File: src/rtl/mf_selftest_ctrl.sv
// rtl/mf_selftest_ctrl.sv - matched-filter self-test sequencer: passthrough, zero flush, impulse, response check
module mf_selftest_ctrl #(
    parameter int NBITS        = 12,
    parameter int NSAMPS       = 8,
    parameter int LATENCY      = 10,
    parameter int FLUSH_CYCLES = 8,
    parameter int CAP_CYCLES   = 8,
    parameter int EXP_SUM      = 0,
    parameter int EXP_ABSSUM   = 48,
    parameter int ACCW         = 32
) (
    input  logic                          aclk,
    input  logic                          aresetn,
    input  logic [NBITS*NSAMPS-1:0]       adc_i,
    input  logic                          start_i,
    input  logic [NBITS-1:0]              amp_i,
    output logic [NBITS*NSAMPS-1:0]       mf_data_o,
    input  logic [(NBITS+6)*NSAMPS-1:0]   mf_data_i,
    output logic                          valid_o,
    output logic                          busy_o,
    output logic                          done_o,
    output logic                          pass_o,
    output logic [ACCW-1:0]               sum_o,
    output logic [ACCW-1:0]               abssum_o
);
    localparam int OUTW      = NBITS + 6;
    localparam int WARM_LOAD = LATENCY + FLUSH_CYCLES;
    localparam int CNTW      = $clog2(WARM_LOAD + 1);
    localparam logic signed [ACCW-1:0] EXP_SUM_W    = ACCW'(EXP_SUM);
    localparam logic signed [ACCW-1:0] EXP_ABSSUM_W = ACCW'(EXP_ABSSUM);

    typedef enum logic [2:0] {
        ST_WARMUP, ST_RUN, ST_FLUSH, ST_IMPULSE, ST_WAIT, ST_CAPTURE, ST_CHECK
    } state_t;

    state_t                    state_q, state_d;
    logic [CNTW-1:0]           cnt_q, cnt_d;
    logic [NBITS-1:0]          amp_q, amp_d;
    logic signed [ACCW-1:0]    sum_q, sum_d, abssum_q, abssum_d;
    logic                      pass_q, pass_d;
    logic [NBITS*NSAMPS-1:0]   mf_data_q, mf_data_d;

    logic signed [ACCW-1:0]    samp, step_sum, step_abs;
    logic signed [ACCW-1:0]    amp_ext, amp_abs, exp_sum, exp_abs;

    always_ff @(posedge aclk) begin
        if (!aresetn) begin
            state_q   <= ST_WARMUP;
            cnt_q     <= CNTW'(WARM_LOAD);
            amp_q     <= '0;
            sum_q     <= '0;
            abssum_q  <= '0;
            pass_q    <= 1'b0;
            mf_data_q <= '0;
        end else begin
            state_q   <= state_d;
            cnt_q     <= cnt_d;
            amp_q     <= amp_d;
            sum_q     <= sum_d;
            abssum_q  <= abssum_d;
            pass_q    <= pass_d;
            mf_data_q <= mf_data_d;
        end
    end

    // Counter is loaded with (clocks in state - 1) on entry; leave the state when it reads zero.
    always_comb begin
        state_d = state_q;
        cnt_d   = cnt_q;
        if (cnt_q != '0) begin
            cnt_d = cnt_q - CNTW'(1);
        end
        case (state_q)
            ST_WARMUP:  if (cnt_q == '0) state_d = ST_RUN;
            ST_RUN: begin
                if (start_i) begin
                    state_d = ST_FLUSH;
                    cnt_d   = CNTW'(FLUSH_CYCLES - 1);
                end
            end
            ST_FLUSH:   if (cnt_q == '0) state_d = ST_IMPULSE;
            ST_IMPULSE: begin
                state_d = ST_WAIT;
                cnt_d   = CNTW'(LATENCY - 2);
            end
            ST_WAIT: begin
                if (cnt_q == '0) begin
                    state_d = ST_CAPTURE;
                    cnt_d   = CNTW'(CAP_CYCLES - 1);
                end
            end
            ST_CAPTURE: if (cnt_q == '0) state_d = ST_CHECK;
            ST_CHECK: begin
                state_d = ST_WARMUP;
                cnt_d   = CNTW'(WARM_LOAD);
            end
            default: begin
                state_d = ST_WARMUP;
                cnt_d   = CNTW'(WARM_LOAD);
            end
        endcase
    end

    // Decoded from the next state so the impulse sits on mf_data_o during the IMPULSE clock itself.
    always_comb begin
        mf_data_d = '0;
        case (state_d)
            ST_WARMUP, ST_RUN: mf_data_d = adc_i;
            ST_IMPULSE:        mf_data_d[NBITS-1:0] = amp_q;
            default:           mf_data_d = '0;
        endcase
        valid_o = (state_q == ST_RUN);
        busy_o  = (state_q != ST_WARMUP) && (state_q != ST_RUN);
        done_o  = (state_q == ST_CHECK);
    end

    always_comb begin
        step_sum = '0;
        step_abs = '0;
        samp     = '0;
        for (int k = 0; k < NSAMPS; k++) begin
            samp     = {{(ACCW-OUTW){mf_data_i[k*OUTW+OUTW-1]}}, mf_data_i[k*OUTW +: OUTW]};
            step_sum = step_sum + samp;
            step_abs = step_abs + (samp[ACCW-1] ? -samp : samp);
        end
    end

    always_comb begin
        amp_ext = {{(ACCW-NBITS){amp_q[NBITS-1]}}, amp_q};
        amp_abs = amp_q[NBITS-1] ? -amp_ext : amp_ext;
        exp_sum = EXP_SUM_W * amp_ext;
        exp_abs = EXP_ABSSUM_W * amp_abs;
    end

    // The verdict is registered on the last capture clock so pass_o is valid alongside done_o.
    always_comb begin
        amp_d    = amp_q;
        sum_d    = sum_q;
        abssum_d = abssum_q;
        pass_d   = pass_q;
        case (state_q)
            ST_RUN: begin
                if (start_i) begin
                    amp_d    = amp_i;
                    sum_d    = '0;
                    abssum_d = '0;
                    pass_d   = 1'b0;
                end
            end
            ST_CAPTURE: begin
                sum_d    = sum_q + step_sum;
                abssum_d = abssum_q + step_abs;
                if (cnt_q == '0) begin
                    pass_d = (sum_d == exp_sum) && (abssum_d == exp_abs);
                end
            end
            default: ;
        endcase
    end

    assign mf_data_o = mf_data_q;
    assign pass_o    = pass_q;
    assign sum_o     = sum_q;
    assign abssum_o  = abssum_q;

endmodule

File: config.mk
export PLATFORM = sky130hd
export DESIGN_NAME = mf_selftest_ctrl
export DESIGN_NICKNAME = d
export VERILOG_FILES = /design/src/rtl/mf_selftest_ctrl.sv
export SDC_FILE = /design/constraint.sdc
export NUM_CORES = 1
export LEC_CHECK = 0
export CORE_MARGIN = 1.5
export CORE_UTILIZATION = 45
export DETAILED_ROUTE_END_ITERATION = 10
export DONT_BUFFER_PORTS = 1
export PLACE_DENSITY = 0.66
export SYNTH_ARGS = -nofsm -noshare
export SYNTH_HDL_FRONTEND = slang
export SYNTH_SLANG_ARGS = --single-unit
File: constraint.sdc
create_clock -name aclk -period 24.7 [get_ports aclk]
set_input_delay 7.41 -clock aclk [delete_from_list [all_inputs] [get_ports aclk]]
set_output_delay 7.41 -clock aclk [all_outputs]
set_load 0.01 [all_outputs]
==> flow_summary.json, run 1 <==
{
  "arrival_ns": 14.71,
  "setup_viol_count_final": 0,
  "first_iter_violations": 1388,
  "fp-row-count": 82,
  "die_h_microns": 229,
  "ys_ff_latch": 181,
  "clk_latency_ns": 0.45,
  "drive_above_1_share_pct": 2.66,
  "ys.flop_type": "dfxtp_1",
  "hold_end": "cnt_q[4]",
  "cts_made_buffers": 17,
  "drv_cap": 0,
  "synth_cell_types": 87,
  "grt_use_total_pct": 27.5,
  "io_buffers": 0,
  "fmax_mhz": 69.9,
  "hold_path_class": "reg -> reg",
  "ctsHoldBuffers": 0,
  "multi_input_area_sq_um": 18200,
  "cts_buffer_depth": 2,
  "end_kind": "register",
  "grt.overflow.total": 0,
  "vias_per_cell": 5.57,
  "path_clk_slew_ns": 0.07,
  "critPathMaxStageDelay_ns": 0.60,
  "timing_worst_setup_path_type": "in -> reg",
  "r2r_setup_slack_ns": 17.86,
  "die_w_microns": 229,
  "outcome": "complete, no violations",
  "worstHoldStart": "cnt_q[4]",
  "synth_top_area_share_pct": 34.0,
  "vias": 17792,
  "wl_met1_microns": 28800,
  "wl_per_cell_microns": 22.0,
  "synth_edf_count": 0,
  "cpMaxStageDelayCell": "or4_1",
  "setup.worst_path.start_class": "input pin",
  "synth_area_per_cell_sq_um": 9.43,
  "crit_required_ns": 25.09,
  "dp_hpwl_microns": 59900,
  "post_cts_resized": 0,
  "critPathMaxFanout": 6,
  "synth_area_leaders": "fa_1 34%, dfxtp_1 16%, ha_1 6.9%",
  "fin_skew_ns": 0.0127,
  "top_layer_used": "met5",
  "yosysWarnings": 0,
  "rsz0062_at_grt": "no",
  "yosysSeqAreaShare_pct": 15.8,
  "cts.sinks": 181,
  "whs_ns": 0.495,
  "period_needed_ns": 14.31,
  "nNetsFinal": 3280,
  "tightest_slew_ns": 1.09,
  "hold_viol": 0,
  "rr_worst_depth": 16,
  "seq_area_sq_um": 3620,
  "cts_tree": "done",
  "syn-cell-area_sq_um": 22900,
  "drt_pass1_iterations": 5,
  "final_antenna_net_count": 0,
  "routed_wl_microns": 70200,
  "met3RoutedLength_microns": 6110,
  "yosysTopAreaCell": "fa_1",
  "n_fill_cell": 4796,
  "fin_crit_sh_pct": 57.9,
  "syn_to_final_growth_pct": 7.40,
  "num_antenna_cells": 0,
  "reg2reg_from": "sum_o[9]",
  "reg2reg_to": "pass_o",
  "start_util_pct": 45.6,
  "grt_max_degree": 97,
  "grt_first_pass_wirelength_microns": 110000,
  "dieArea_sq_um": 52300,
  "htree_levels": 4,
  "drc": 0,
  "cts-root-buf": "clkbuf_16",
  "cts_post_setup_buffers_inserted": 0,
  "antenna_found_initial": 1,
  "wl_met2_microns": 33300,
  "synthCells": 2432,
  "relSlewSlack_pct": 26.8,
  "crit_top_cell": "fa_1",
  "tns_ns": 0,
  "grt_pass1_vias": 18499,
  "layout.cells.most_common": "fa_1",
  "synthArstFlopShare_pct": 0,
  "startpoint": "mf_data_i[96]",
  "drv_slew": 0,
  "gp_congestion": 0.980,
  "hold_depth": 1,
  "io_pins": 419,
  "mostFrequentLayoutCells": "389 x fa_1, 347 x inv_1, 181 x dfxtp_1",
  "core_area_sq_um": 50300
}
cells by family (layout without fill, tap and decap cells):
kind of cell | Yosys count | in the layout | share of synthesized area [%]
simple gates | 619 | 619 | 13.8
fa+ha+maj | 516 | 516 | 40.9
compound gates | 450 | 450 | 12.9
buf+inv | 426 | 387 | 7.07
xor+xnor | 235 | 235 | 9.35
flops | 181 | 181 | 15.8
mux | 3 | 3 | 0.131
other cells | 2 | 131 | 0.0327
state kept, by name, summed over array words and instances, names as in the netlist:
| name | flops |
|---|---|
| cnt_q | 5 |
| mf_data_o | 96 |
| amp_q | 12 |
| pass_o | 1 |
| sum_o | 32 |
| abssum_o | 32 |
| state_q | 3 |
area by class of cell:
type / instances / area share (%)
Multi-Input combinational cell: 1954 / 73.9
Clock buffer: 17 / 1.73
Sequential cell: 181 / 14.7
Timing Repair Buffer: 6 / 0.183
Tap cell: 672 / 3.41
Inverter: 349 / 5.32
Clock inverter: 15 / 0.767
worst max-delay path, delay by kind of cell:
kind            cells  cell delay [ns]
xor+xnor            3             0.74
buf+inv             3             0.16
fa+ha+maj           5             2.45
compound gates      4             1.15
simple gates       10             2.81
Yosys cell counts, types with 13 or more instances:
cell type and n:
o41ai_1 15, nand3_1 59, fa_1 389, nand2b_1 22
a22o_1 13, inv_1 348, nor3_1 21, dfxtp_1 181
xnor2_1 117, o31ai_1 42, nor4_1 18, a211oi_1 13
or4_1 21, nor2_1 121, xor2_1 112, o211ai_1 16
clkbuf_1 66, a21oi_1 117, a31oi_1 31, nand4_1 16
nand2_1 169, ha_1 127, a21o_1 28, a22oi_1 13
or3_1 18, and2_1 96, o21ai_0 80
metrics by stage:
stage | worst slack, ns | std cells | area [sq um] | utilization (%)
2_1_floorplan | 10.95 | 2561 | 23400 | -
3_3_place_gp | 10.01 | 3162 | 24000 | 47.8
3_5_place_dp | 9.99 | 3162 | 24000 | 47.8
4_1_cts | 10.44 | 3194 | 24600 | 49.0
5_1_grt | 9.90 | 3194 | 24600 | 49.0
6_report | 10.39 | 3194 | 24600 | 49.0
routing by layer:
metal | track usage (%) | vias to the layer above
met1 | 35.6 | 8934
met5 | 0 | -
li1 | - | 8026
met3 | 8.10 | 114
met2 | 44.8 | 716
met4 | 7.28 | 2
worst max-delay path by stage:
stage	endpoint	depth (start not counted)
3_5_place_dp	pass_o	25
2_1_floorplan	pass_o	24
5_1_grt	pass_o	25
6_report	pass_o	25
4_1_cts	pass_o	25
3_3_place_gp	pass_o	25
Power of run 1 is left out: the tool's default activity adds up to more than one toggle a clock period on the data nets, which glitch-free logic cannot reach.
==> run 2: changes to the inputs <==
--- a/config.mk
+++ b/config.mk
@@ -9,7 +9,7 @@
 export CORE_UTILIZATION = 45
 export DETAILED_ROUTE_END_ITERATION = 10
 export DONT_BUFFER_PORTS = 1
-export PLACE_DENSITY = 0.66
+export PLACE_DENSITY = 0.68
 export SYNTH_ARGS = -nofsm -noshare
 export SYNTH_HDL_FRONTEND = slang
 export SYNTH_SLANG_ARGS = --single-unit
==> constraint.sdc (replaced) <==
create_clock -name aclk -period 12.5 [get_ports aclk]
set_input_delay 3.75 -clock aclk [delete_from_list [all_inputs] [get_ports aclk]]
set_output_delay 3.75 -clock aclk [all_outputs]
set_load 0.01 [all_outputs]
==> run 2 against run 1 <==
  * Wire length is 0.17% lower
  * First-iteration DRC count up 12%
  * Die area is the same
  * Register-to-register slack got worse by 12 ns
  * Clock skew fell by 0.0021 ns
  * Utilization fell by 0.087 points
  * Via count rose by 0.33%
  * Sequential share of layout area about the same
  * Non-clock buffer count shrank 1
  * Largest cell class unchanged
  * Highest routed layer unchanged
==> flow_summary.json, run 2 (synthesis gave the netlist of run 1 again) <==
{
  "dieArea_sq_um": 52300,
  "htree_levels": 4,
  "io_buffers": 0,
  "met3_usage_pct": 7.85,
  "fin_skew_ns": 0.0107,
  "post_cts_resized": 0,
  "met2_usage_pct": 44.9,
  "crit_required_ns": 12.89,
  "dpl.cell_count": 3161,
  "syn_to_final_growth_pct": 7.21,
  "crit_top_cell": "fa_1",
  "critPathMaxFanout": 6,
  "cts_post_setup_buffers_inserted": 0,
  "outcome": "complete, no violations",
  "routed_wl_microns": 70100,
  "fin_crit_sh_pct": 84.9,
  "setup.worst_path.start_class": "input pin",
  "cts-root-buf": "clkbuf_16",
  "drt_pass1_iterations": 7,
  "drv_cap": 0,
  "cpMaxStageDelayCell": "or4_1",
  "end_kind": "register",
  "vias": 17851,
  "mostFrequentLayoutCells": "389 x fa_1, 347 x inv_1, 181 x dfxtp_1",
  "clk_latency_ns": 0.45,
  "ctsHoldBuffers": 0,
  "wl_per_cell_microns": 21.9,
  "vias_per_cell": 5.59,
  "die_w_microns": 229,
  "period_needed_ns": 10.61,
  "grt-busiest-layer": "met2",
  "nNetsFinal": 3279,
  "dp_hpwl_microns": 59700,
  "hold_viol": 0,
  "start_util_pct": 45.6,
  "antenna_found_initial": 2,
  "drv_slew": 0,
  "cp_num_buf_inv": 3,
  "stdcell_area_sq_um": 24600,
  "arrival_ns": 11.00,
  "critPathMaxStageDelay_ns": 0.60,
  "largest_reg_flops": 96,
  "hold_path_class": "reg -> reg",
  "grt_use_total_pct": 27.4,
  "num_antenna_cells": 0,
  "first_iter_violations": 1549,
  "final_antenna_net_count": 0,
  "cts.sinks": 181,
  "layout.cells.most_common": "fa_1",
  "timing_worst_setup_path_type": "in -> reg",
  "tns_ns": 0,
  "core_area_sq_um": 50300,
  "grt.overflow.total": 0,
  "gp_congestion": 1.00,
  "cpLargestDelayFamily": "simple AND/OR/NAND/NOR gates",
  "grt_pass1_vias": 18708,
  "grt_max_degree": 97,
  "drive_above_1_share_pct": 2.62,
  "cts_made_buffers": 17,
  "grt_first_pass_wirelength_microns": 110000,
  "cts_tree": "done",
  "drc": 0,
  "relSlewSlack_pct": 15.1,
  "fmax_mhz": 94.2,
  "cts_buffer_depth": 2,
  "finalNonFillerCells": 3193,
  "rsz0062_at_grt": "no",
  "tightest_slew_ns": 1.26,
  "place_area_sq_um": 24000,
  "fp-row-count": 82,
  "setup_viol_count_final": 0,
  "utilization_pct": 48.9,
  "io_pins": 419,
  "path_clk_slew_ns": 0.07,
  "grt.met1_usage_pct": 35.1,
  "die_h_microns": 229
}
run 2: final timing paths:
check / start / to / slack, ns / cells after the start
setup reg to reg: sum_o[9] / pass_o / 5.44 / 16
setup / recovery: mf_data_i[96] / pass_o / 1.89 / 25
hold reg to reg: cnt_q[4] / cnt_q[4] / 0.50 / 1
hold / removal: cnt_q[4] / cnt_q[4] / 0.50 / 1
run 2: cell type report:
cell class                 count  area (sq um)
clock inverter                14           139
clock buffer                  18           439
multi-input combinational   1954         18200
tap                          672           841
timing repair buffer           5          37.5
inverter                     349          1310
sequential                   181          3620
fill                        4711         25700
run 2: layer usage:
| metal | routed length, microns | share of wire (%) |
|---|---|---|
| met5 | 12 | 0.017 |
| met4 | 2180 | 3.1 |
| met3 | 6100 | 8.7 |
| met2 | 33400 | 48 |
| met1 | 28400 | 40 |
run 2: worst reg2reg max path, cell delays in order, from the launching register on:
cell       delay, ns
dfxtp_1         0.54
fa_1            0.53
fa_1            0.56
fa_1            0.45
fa_1            0.55
ha_1            0.53
nand3_1         0.21
nor4_1          1.08
nor4_1          0.15
a211oi_1        0.38
xor2_1          0.16
or4_4           0.57
nor4b_2         0.40
nand4_1         0.21
a2111oi_2       0.46
nand4_1         0.13
nand2_1         0.09
run 2: per-stage QoR:
step / hold WS, ns / setup WS (ns)
finish: 0.505 / 1.89
global route: 0.524 / 1.47
CTS: 0.494 / 1.93
detailed placement: 0.475 / 1.51
global placement: 0.470 / 1.45
floorplan: 0.461 / 2.41
Power of run 2 is left out for the same reason.
==> run 3: changes to the inputs <==
==> constraint.sdc (replaced) <==
create_clock -name aclk -period 8.85 [get_ports aclk]
set_input_delay 2.655 -clock aclk [delete_from_list [all_inputs] [get_ports aclk]]
set_output_delay 2.655 -clock aclk [all_outputs]
set_load 0.01 [all_outputs]
==> run 3 against run 2 <==
  * Setup slack worse by 1.8 ns
  * Cell count up 4.8%
  * Critical path depth up 2
  * Utilization up 3.1 points
==> flow_summary.json, run 3 (synthesis gave the netlist of run 1 again) <==
{
  "drive_above_1_share_pct": 10.9,
  "syn_to_final_growth_pct": 14.1,
  "fp-row-count": 82,
  "drv_cap": 0,
  "io_buffers": 0,
  "cts.sinks": 181,
  "end_kind": "register",
  "grt_pass1_vias": 19281,
  "hold_path_class": "reg -> reg",
  "reg2reg_to": "pass_o",
  "cts_tree": "done",
  "first_iter_violations": 1383,
  "htree_levels": 4,
  "dieArea_sq_um": 52300,
  "reg2reg_from": "sum_o[9]",
  "r2r_setup_slack_ns": 2.73,
  "n_fill_cell": 4649,
  "whs_ns": 0.491,
  "clk_latency_ns": 0.44,
  "rsz0062_at_grt": "yes",
  "worstHoldStart": "cnt_q[4]",
  "cts_made_buffers": 17,
  "period_needed_ns": 8.73,
  "core_area_sq_um": 50300,
  "critPathMaxFanout": 3,
  "fin_skew_ns": 0.0163,
  "multi_input_area_sq_um": 18600,
  "drc": 0,
  "die_w_microns": 229,
  "routed_wl_microns": 72700,
  "layout.cells.most_common": "fa_1",
  "die_h_microns": 229,
  "hold_depth": 1,
  "final_antenna_net_count": 0,
  "relSlewSlack_pct": 30.3,
  "dpl.cell_count": 3303,
  "num_antenna_cells": 0,
  "mostFrequentLayoutCells": "387 x fa_1, 341 x inv_1, 181 x dfxtp_1",
  "nNetsFinal": 3433,
  "grt_use_total_pct": 28.3,
  "grt_first_pass_wirelength_microns": 114000,
  "outcome": "complete, no violations",
  "fin_crit_sh_pct": 98.6,
  "path_clk_slew_ns": 0.08,
  "drt_pass1_iterations": 5,
  "seq_area_sq_um": 3620,
  "largest_reg_flops": 96,
  "fmax_mhz": 115,
  "grt_max_degree": 97,
  "gp_congestion": 0.975,
  "grt.overflow.total": 0,
  "hold_end": "cnt_q[4]",
  "setup_viol_count_final": 0,
  "cts_buffer_depth": 2,
  "arrival_ns": 9.12,
  "rr_worst_depth": 16,
  "vias_per_cell": 5.48,
  "vias": 18346,
  "drv_slew": 0,
  "wl_per_cell_microns": 21.7,
  "tightest_slew_ns": 1.04,
  "setup.worst_path.start_class": "input pin",
  "hold_viol": 0,
  "timing_worst_setup_path_type": "in -> reg",
  "finalNonFillerCells": 3347,
  "start_util_pct": 45.6,
  "cts-root-buf": "clkbuf_16",
  "antenna_found_initial": 4,
  "crit_required_ns": 9.24,
  "dp_hpwl_microns": 62100,
  "io_pins": 419
}
## run 3: changes by cell type in the layout (fill, tap and decap cells not counted), sizes merged
| cell | change |
|---|---|
| buf | +154 |
| bufinv | +1 |
| clkinv | -1 |
## run 3: worst max-delay path by stage
| stage | start | endpoint | slack (ns) | cells after the start |
|---|---|---|---|---|
| after floorplan | mf_data_i[128] | pass_o | 0.01 | 24 |
| after global placement | mf_data_i[73] | pass_o | -0.57 | 27 |
| after detailed placement | mf_data_i[73] | pass_o | -0.66 | 27 |
| after CTS | mf_data_i[128] | abssum_o[29] | -0.007 | 27 |
| after global routing | mf_data_i[127] | abssum_o[29] | -0.06 | 30 |
| final | mf_data_i[73] | pass_o | 0.12 | 27 |
## run 3: repair_timing
action / 4_1_cts / 5_1_grt
cloned: 0 / 0
hold buffers: 0 / 0
buffers inserted: 5 / 7
pin swaps: 8 / 44
gates resized for setup: 16 / 72
endpoints found under the hold margin: 0 / 0
endpoints found under the setup margin: 4 / 10
## run 3: layer usage
| layer | vias to the layer above | GRT usage, % | part of all wire (%) |
|---|---|---|---|
| met5 | - | 0 | 0.018 |
| met1 | 9202 | 37.7 | 41 |
| met4 | 2 | 9.29 | 3.5 |
| li1 | 8352 | - | - |
| met2 | 661 | 46.1 | 48 |
| met3 | 129 | 5.90 | 7.7 |
## run 3: worst max-delay path: stages
cell and delay (ns):
inv_2 0.07, ha_4 0.14, nand2b_1 0.08, or4_4 0.55
or2_4 0.30, or4_4 0.53, o21ai_2 0.17, xor2_1 0.21
fa_1 0.45, inv_2 0.07, fa_2 0.45, fa_1 0.50
inv_1 0.05, fa_1 0.50, inv_2 0.05, ha_4 0.21
o211ai_1 0.32, buf_4 0.19, o2bb2ai_4 0.08, o2111ai_4 0.25
and2_4 0.21, o21ai_1 0.08, a21oi_2 0.19, xnor3_1 0.36
nor4_2 0.26, nand4_1 0.12, nand2_1 0.07
## run 3: layout make-up
| type | count | share of cell area, % |
|---|---|---|
| Clock inverter | 14 | 0.545 |
| Sequential cell | 181 | 13.9 |
| Clock buffer | 18 | 1.64 |
| Timing Repair Buffer | 159 | 4.61 |
| Tap cell | 672 | 3.21 |
| Multi-Input combinational cell | 1954 | 71.1 |
| Inverter | 349 | 5.01 |
## run 3: metrics by stage
stage	util (%)	setup WS (ns)	area (sq um)	setup TNS, ns
2_1_floorplan	-	0.0112	23400	0
3_3_place_gp	49.9	-0.570	25100	-3.91
3_5_place_dp	49.9	-0.661	25100	-4.85
4_1_cts	51.3	-0.00677	25800	-0.00677
5_1_grt	52.0	-0.0614	26200	-0.140
6_report	52.0	0.120	26200	0
Power of run 3 is left out for the same reason.
